==> config.mk <==
export PLATFORM = sky130hd
export DESIGN_NAME = hazard_stall_unit
export DESIGN_NICKNAME = d
export VERILOG_FILES = /design/src/rtl/pipeline_ctrl_pkg.sv /design/src/rtl/mem_wait_timer.sv /design/src/rtl/hazard_stall_unit.sv
export SDC_FILE = /design/constraint.sdc
export NUM_CORES = 1
export LEC_CHECK = 0
export ABC_AREA = 0
export CAP_MARGIN = 10
export CORE_UTILIZATION = 48
export CTS_CLUSTER_SIZE = 28
export DETAILED_ROUTE_END_ITERATION = 7
export PLACE_DENSITY = 0.84
export SYNTH_ARGS = -nofsm -noshare
export SYNTH_HDL_FRONTEND = slang
export SYNTH_HIERARCHICAL = 1
export SYNTH_SLANG_ARGS = --single-unit
==> constraint.sdc <==
create_clock -name clk -period 5.9 [get_ports clk]
set_clock_uncertainty 0.1 [all_clocks]
set_input_delay 1.475 -clock clk [delete_from_list [all_inputs] [get_ports clk]]
set_output_delay 1.475 -clock clk [all_outputs]
set_load 0.01 [all_outputs]
==> src/rtl/pipeline_ctrl_pkg.sv <==
// Shared pipeline-control definitions: hazard FSM encodings and the
// default widths/limits used by the ID-stage hazard controller.
package pipeline_ctrl_pkg;

  localparam int REG_IDX_W           = 5;
  localparam int MEM_TIMEOUT_DEFAULT = 64;

  typedef enum logic [1:0] {
    ST_RUN  = 2'd0,
    ST_LU   = 2'd1,
    ST_MEMW = 2'd2
  } hazard_state_e;

endpackage

==> src/rtl/mem_wait_timer.sv <==
// Counts consecutive MEM wait cycles and releases a stuck access once
// MEM_TIMEOUT cycles have elapsed, latching a sticky timeout flag.
module mem_wait_timer
  import pipeline_ctrl_pkg::*;
#(
  parameter int MEM_TIMEOUT = MEM_TIMEOUT_DEFAULT
) (
  input  logic clk,
  input  logic rst_n,
  input  logic i_mem_access,
  input  logic i_mem_ready,
  output logic o_mw,
  output logic o_timeout_flag
);

  localparam int                WAIT_W = $clog2(MEM_TIMEOUT + 1);
  localparam logic [WAIT_W-1:0] LIMIT  = WAIT_W'(MEM_TIMEOUT);

  logic [WAIT_W-1:0] r_wait_cnt;
  logic [WAIT_W-1:0] w_wait_cnt_next;
  logic              r_timeout_flag;
  logic              w_waiting;
  logic              w_limit_hit;

  assign w_waiting   = i_mem_access & ~i_mem_ready;
  assign w_limit_hit = (r_wait_cnt == LIMIT);
  assign o_mw        = w_waiting & ~w_limit_hit;

  // Any cycle that is not an active wait (idle, ready, or the release cycle) clears the count.
  always_comb begin
    w_wait_cnt_next = {WAIT_W{1'b0}};
    if (o_mw) begin
      w_wait_cnt_next = r_wait_cnt + WAIT_W'(1);
    end else begin
      w_wait_cnt_next = {WAIT_W{1'b0}};
    end
  end

  // Wait counter and sticky timeout flag.
  always_ff @(posedge clk or negedge rst_n) begin
    if (!rst_n) begin
      r_wait_cnt     <= {WAIT_W{1'b0}};
      r_timeout_flag <= 1'b0;
    end else begin
      r_wait_cnt <= w_wait_cnt_next;
      if (w_waiting && w_limit_hit) begin
        r_timeout_flag <= 1'b1;
      end else begin
        r_timeout_flag <= r_timeout_flag;
      end
    end
  end

  assign o_timeout_flag = r_timeout_flag;

endmodule

==> src/rtl/hazard_stall_unit.sv <==
// ID-stage hazard controller: turns load-use, taken-branch and MEM-wait
// hazards into stall/bubble/flush controls, with priority mw > branch > lu.
module hazard_stall_unit
  import pipeline_ctrl_pkg::*;
#(
  parameter int MEM_TIMEOUT = MEM_TIMEOUT_DEFAULT,
  parameter int CNT_W       = 16
) (
  input  logic                 clk,
  input  logic                 rst_n,
  input  logic [REG_IDX_W-1:0] read_reg_idx_1_ID,
  input  logic [REG_IDX_W-1:0] read_reg_idx_2_ID,
  input  logic                 read_reg_1_used_ID,
  input  logic                 read_reg_2_used_ID,
  input  logic [REG_IDX_W-1:0] write_reg_idx_EX,
  input  logic                 write_reg_flag_EX,
  input  logic                 mem_to_reg_flag_EX,
  input  logic                 branch_taken_EX,
  input  logic                 mem_access_MEM,
  input  logic                 mem_ready_MEM,
  output logic                 stall_IF_flag,
  output logic                 stall_ID_flag,
  output logic                 bubble_EX_flag,
  output logic                 flush_ID_flag,
  output logic                 stall_MEM_flag,
  output logic [1:0]           hazard_state,
  output logic                 mem_timeout_flag,
  output logic [CNT_W-1:0]     stall_cycle_cnt
);

  hazard_state_e    r_state;
  hazard_state_e    w_next_state;
  logic [CNT_W-1:0] r_stall_cnt;
  logic             w_mw;
  logic             w_lu;
  logic             w_timeout_flag;
  logic             w_stall_if;
  logic             w_stall_id;
  logic             w_bubble_ex;
  logic             w_flush_id;
  logic             w_stall_mem;

  mem_wait_timer #(
    .MEM_TIMEOUT (MEM_TIMEOUT)
  ) u_mem_wait_timer (
    .clk            (clk),
    .rst_n          (rst_n),
    .i_mem_access   (mem_access_MEM),
    .i_mem_ready    (mem_ready_MEM),
    .o_mw           (w_mw),
    .o_timeout_flag (w_timeout_flag)
  );

  // x0 is hardwired zero, so a load targeting it never produces a dependency.
  assign w_lu = write_reg_flag_EX & mem_to_reg_flag_EX
              & (write_reg_idx_EX != {REG_IDX_W{1'b0}})
              & ((read_reg_1_used_ID & (read_reg_idx_1_ID == write_reg_idx_EX))
               | (read_reg_2_used_ID & (read_reg_idx_2_ID == write_reg_idx_EX)));

  // Prioritised control outputs; everything is held low while in reset.
  always_comb begin
    w_stall_if  = 1'b0;
    w_stall_id  = 1'b0;
    w_bubble_ex = 1'b0;
    w_flush_id  = 1'b0;
    w_stall_mem = 1'b0;
    if (!rst_n) begin
      w_stall_mem = 1'b0;
    end else if (w_mw) begin
      w_stall_mem = 1'b1;
    end else if (branch_taken_EX) begin
      w_flush_id  = 1'b1;
      w_bubble_ex = 1'b1;
    end else if (w_lu) begin
      w_stall_if  = 1'b1;
      w_stall_id  = 1'b1;
      w_bubble_ex = 1'b1;
    end else begin
      w_stall_if = 1'b0;
    end
  end

  // Next state depends only on the serviced hazard, so the unused code recovers to RUN.
  always_comb begin
    w_next_state = ST_RUN;
    if (w_mw) begin
      w_next_state = ST_MEMW;
    end else if (w_lu && !branch_taken_EX) begin
      w_next_state = ST_LU;
    end else begin
      w_next_state = ST_RUN;
    end
  end

  // State register and saturating stall-cycle counter.
  always_ff @(posedge clk or negedge rst_n) begin
    if (!rst_n) begin
      r_state     <= ST_RUN;
      r_stall_cnt <= {CNT_W{1'b0}};
    end else begin
      r_state <= w_next_state;
      if ((w_stall_if || w_stall_mem) && (r_stall_cnt != {CNT_W{1'b1}})) begin
        r_stall_cnt <= r_stall_cnt + CNT_W'(1);
      end else begin
        r_stall_cnt <= r_stall_cnt;
      end
    end
  end

  assign stall_IF_flag    = w_stall_if;
  assign stall_ID_flag    = w_stall_id;
  assign bubble_EX_flag   = w_bubble_ex;
  assign flush_ID_flag    = w_flush_id;
  assign stall_MEM_flag   = w_stall_mem;
  assign hazard_state     = r_state;
  assign mem_timeout_flag = w_timeout_flag;
  assign stall_cycle_cnt  = r_stall_cnt;

endmodule

==> results of run 1 <==
cell usage in the layout, fill, tap and decap left out, types with 2 or more instances in the layout:
cell type        synthesis  final
clkdlybuf4s50_1          0     47
nand3_1                  6      6
clkbuf_4                 0      3
or3_1                    2      2
and2_1                   3      3
ha_1                     3      3
o21ai_0                  3      3
dfrtp_1                 26     26
nor2_1                  10     10
and3_1                   5      5
o21a_1                   2      2
nor3_1                   3      3
xnor2_1                 21     21
nand2_1                 10     10
nand4_1                  5      5
and4_1                   3      3
a21oi_1                  4      4
xor2_1                   7      7
nand2b_1                 3      3
inv_1                    6      6
through the flow:
stage / instances / cell area, µm²
2_1_floorplan: 138 / 1420
3_3_place_gp: 214 / 1910
3_5_place_dp: 214 / 1910
4_1_cts: 218 / 1950
5_1_grt: 218 / 1950
6_report: 218 / 1950
layout make-up:
cell class                 instances  share of cell area
tap                               31              0.0199
sequential                        26               0.334
inverter                           6              0.0116
timing repair buffer              48               0.245
multi-input combinational        103               0.371
clock buffer                       4              0.0186
routing by layer:
layer | global-route usage | wire length, µm | part of all wire | up-vias
li1 | - | - | - | 572
met1 | 0.280 | 1410 | 0.43 | 576
met2 | 0.417 | 1670 | 0.51 | 32
met3 | 0.0392 | 123 | 0.038 | 9
met4 | 0.0627 | 68 | 0.021 | 0
met5 | 0 | 0 | 0 | -
registers in the layout, summed over array words and instances, names as in the netlist:
signal	flops
hazard_state	2
stall_cycle_cnt	16
u_mem_wait_timer/o_timeout_flag	1
u_mem_wait_timer/r_wait_cnt	7
cells in the mapped netlist (3+ instances only):
| master | instances |
|---|---|
| a21oi_1 | 4 |
| and2_1 | 3 |
| and3_1 | 5 |
| and4_1 | 3 |
| dfrtp_1 | 26 |
| ha_1 | 3 |
| inv_1 | 6 |
| nand2_1 | 10 |
| nand2b_1 | 3 |
| nand3_1 | 6 |
| nand4_1 | 5 |
| nor2_1 | 10 |
| nor3_1 | 3 |
| o21ai_0 | 3 |
| xnor2_1 | 21 |
| xor2_1 | 7 |
report_power, final:
part / total [mW] / internal [mW] / leakage (nW) / switching, mW
Clock: 0.0918 / 0.0378 / 0.0210 / 0.0540
Sequential: 0.211 / 0.194 / 0.348 / 0.0170
Combinational: 0.102 / 0.0630 / 0.467 / 0.0388
Total: 0.405 / 0.295 / 0.836 / 0.110
path summary, 6_finish.rpt:
check	from	end	slack (ns)	cells after the start
max in group asynchronous	rst_n	stall_cycle_cnt[12]$_DFFE_PN0P_	3.68	2
setup / recovery	write_reg_idx_EX[0]	stall_IF_flag	0.68	8
hold reg to reg	u_mem_wait_timer/o_timeout_flag$_DFFE_PN0P_	u_mem_wait_timer/o_timeout_flag$_DFFE_PN0P_	0.39	1
hold / removal	u_mem_wait_timer/o_timeout_flag$_DFFE_PN0P_	u_mem_wait_timer/o_timeout_flag$_DFFE_PN0P_	0.39	1
min in group asynchronous	rst_n	stall_cycle_cnt[11]$_DFFE_PN0P_	1.40	1
setup reg to reg	u_mem_wait_timer/r_wait_cnt[0]$_DFF_PN0_	stall_cycle_cnt[1]$_DFFE_PN0P_	3.36	9
cells by family (layout without fill, tap and decap cells):
family	Yosys count	count (layout)	synth area share
AND/OR/NAND/NOR	57	57	0.229
XOR/XNOR	28	28	0.173
flip-flops	26	26	0.459
AO/OA/AOI/OAI	14	14	0.0733
buffers and inverters	9	58	0.0318
adder cells (fa/ha/maj)	3	3	0.0265
multiplexers	1	1	0.00794
worst register-to-register path, stage by stage (launching register included):
cell and delay, ns:
dfrtp_1 0.45, inv_1 0.07, ha_1 0.15, nand4bb_1 0.19, o31ai_4 0.39, inv_1 0.15, and2_1 0.19, o21ai_0 0.08
a21bo_1 0.35, mux2_2 0.32
==> metrics.md, run 1 <==
| Metric | Value |
|---|---|
| Total power | `405 µW` |
| Synth-to-Final Area Change | `37.4%` |
| Vias per inst | `around 5.5` |
| FILL cells | `224` |
| Max Root-Sink Buffers | `2` |
| CP Capture Type | `output pin` |
| Avg Inst Size Synth | `10.3 µm²` |
| Largest net degree at the start of global routing | `18` |
| Worst vdd ir | `0.173 mV` |
| Synth area leader | `dfrtp_1` |
| Die width | `~56 µm` |
| WHS | `0.387 ns` |
| Gr usage total | `0.230` |
| WP data required | `4.32 ns` |
| Seq cells post-synth | `26` |
| Maxcap violations | `0` |
| Antenna diodes | `0` |
| Final ANT Viol Nets | `0` |
| Nets | `roughly 220` |
| Fin util | `0.700` |
| # IOs | `48` |
| Number of global-route vias before repair | `around 1300` |
| Fmax | `192 MHz` |
| Final min period | `5.22 ns` |
| Final Setup Violations | `0` |
| PortBufs | `47` |
| Slowest stage delay, CP | `about 0.59 ns` |
| Top cell family by delay on the critical path | `buffers and inverters` |
| Vias | `around 1200` |
| Initial antenna violation count | `0` |
| PostCTS Resize Cnt | `0` |
| Post-synth cell types | `34` |
| Worst-path fanout max | `4` |
| Post-CTS Setup Bufs | `0` |
| Clk sinks | `26` |
| Grt ovf | `0` |
| DR WL/cell | `15.0 µm` |
| First-pass GRT wire length | `around 5800 µm` |
| Clk slew on worst S/H paths | `roughly 0.14 ns` |
| Worst-Margin Slew | `0.571 ns` |
| Critical-path cell list | `clkdlybuf4s50_1 -> xnor2_1 -> nand4_1 -> o22ai_1 -> o2111ai_1 -> nand2b_1 -> nor2_1 -> clkdlybuf4s50_1` |
| WS Path Type | `in -> out` |
| Yosys Warn Count | `6` |
| Fraction of layout cells with a size suffix above 1 | `0.0481` |
| Multi-input logic area | `722 µm²` |
| Sequential cell area | `around 650 µm²` |
| Std-Cell Rows | `19` |
| Root Driver | `clkbuf_4` |
| EDFF count, synth | `0` |
| Post-Place Worst Slack | `0.694 ns` |
| TritonCTS clock tree | `built` |
| Primary FF master, synth | `dfrtp_1` |
| Synth Net Count | `roughly 170` |
| Gpl congestion | `0.829` |
| Die Y | `56.3 µm` |
| Synth top area cells | `dfrtp_1 (46%), xnor2_1 (13%), xor2_1 (4.3%)` |
| Status | `completed` |
| Fin. Hold Viols | `0` |
| Number of CTS-inserted buffers | `3` |
| PnR worst setup slack | `approximately 0.68 ns` |
| Crit path launch type | `input port` |
| Seq/Total Area, Yosys | `0.459` |
| Clock insertion delay at the later pin of the skew report | `0.32 ns` |
| Final worst path period share | `0.885` |
| Ys async rst share | `1.00` |
| Area of the die | `between 3000 and 4000 µm²` |
| Dpl hpwl | `2580 µm` |
| Initial DRT Pass Iterations | `4` |
| Cell Area, Synth | `1420 µm²` |
| Leakage | `0.836 nW` |
| Worst EP arrival | `3.65 ns` |
| H-Tree Depth | `1` |
| Post-Route WL | `3270 µm` |
| DRC Markers | `0` |
| Crit path buffers/inverters | `2` |
| Setup TNS | `0 ns` |
| Class of the worst hold path | `reg -> reg` |
| PwrDens | `208 nW/µm²` |
| Unrepaired setup endpoints after global routing | `false` |
| Worst path most repeated cell | `clkdlybuf4s50_1` |
| Cells after Synth | `138` |
| Slowest-stage cell, CP | `clkdlybuf4s50_1` |
| Initial Utilization | `0.510` |
| Post-synth top area share | `0.459` |
| Total core area | `2780 µm²` |
| CTS Hold Bufs | `0` |
| Max transition margin | `0.618` |
| Drt first-iter violations | `37` |
| Pins over their slew limit | `0` |
No activity file was read; power rests on OpenSTA's default activity.
==> inputs of run 2 (changes only) <==
--- a/config.mk
+++ b/config.mk
@@ -5,12 +5,12 @@
 export SDC_FILE = /design/constraint.sdc
 export NUM_CORES = 1
 export LEC_CHECK = 0
-export ABC_AREA = 0
 export CAP_MARGIN = 10
 export CORE_UTILIZATION = 48
 export CTS_CLUSTER_SIZE = 28
 export DETAILED_ROUTE_END_ITERATION = 7
 export PLACE_DENSITY = 0.84
+export SKIP_LAST_GASP = 1
 export SYNTH_ARGS = -nofsm -noshare
 export SYNTH_HDL_FRONTEND = slang
 export SYNTH_HIERARCHICAL = 1
==> results of run 2 <==
The final DEF is identical to that of run 1; final timing and power are the same.
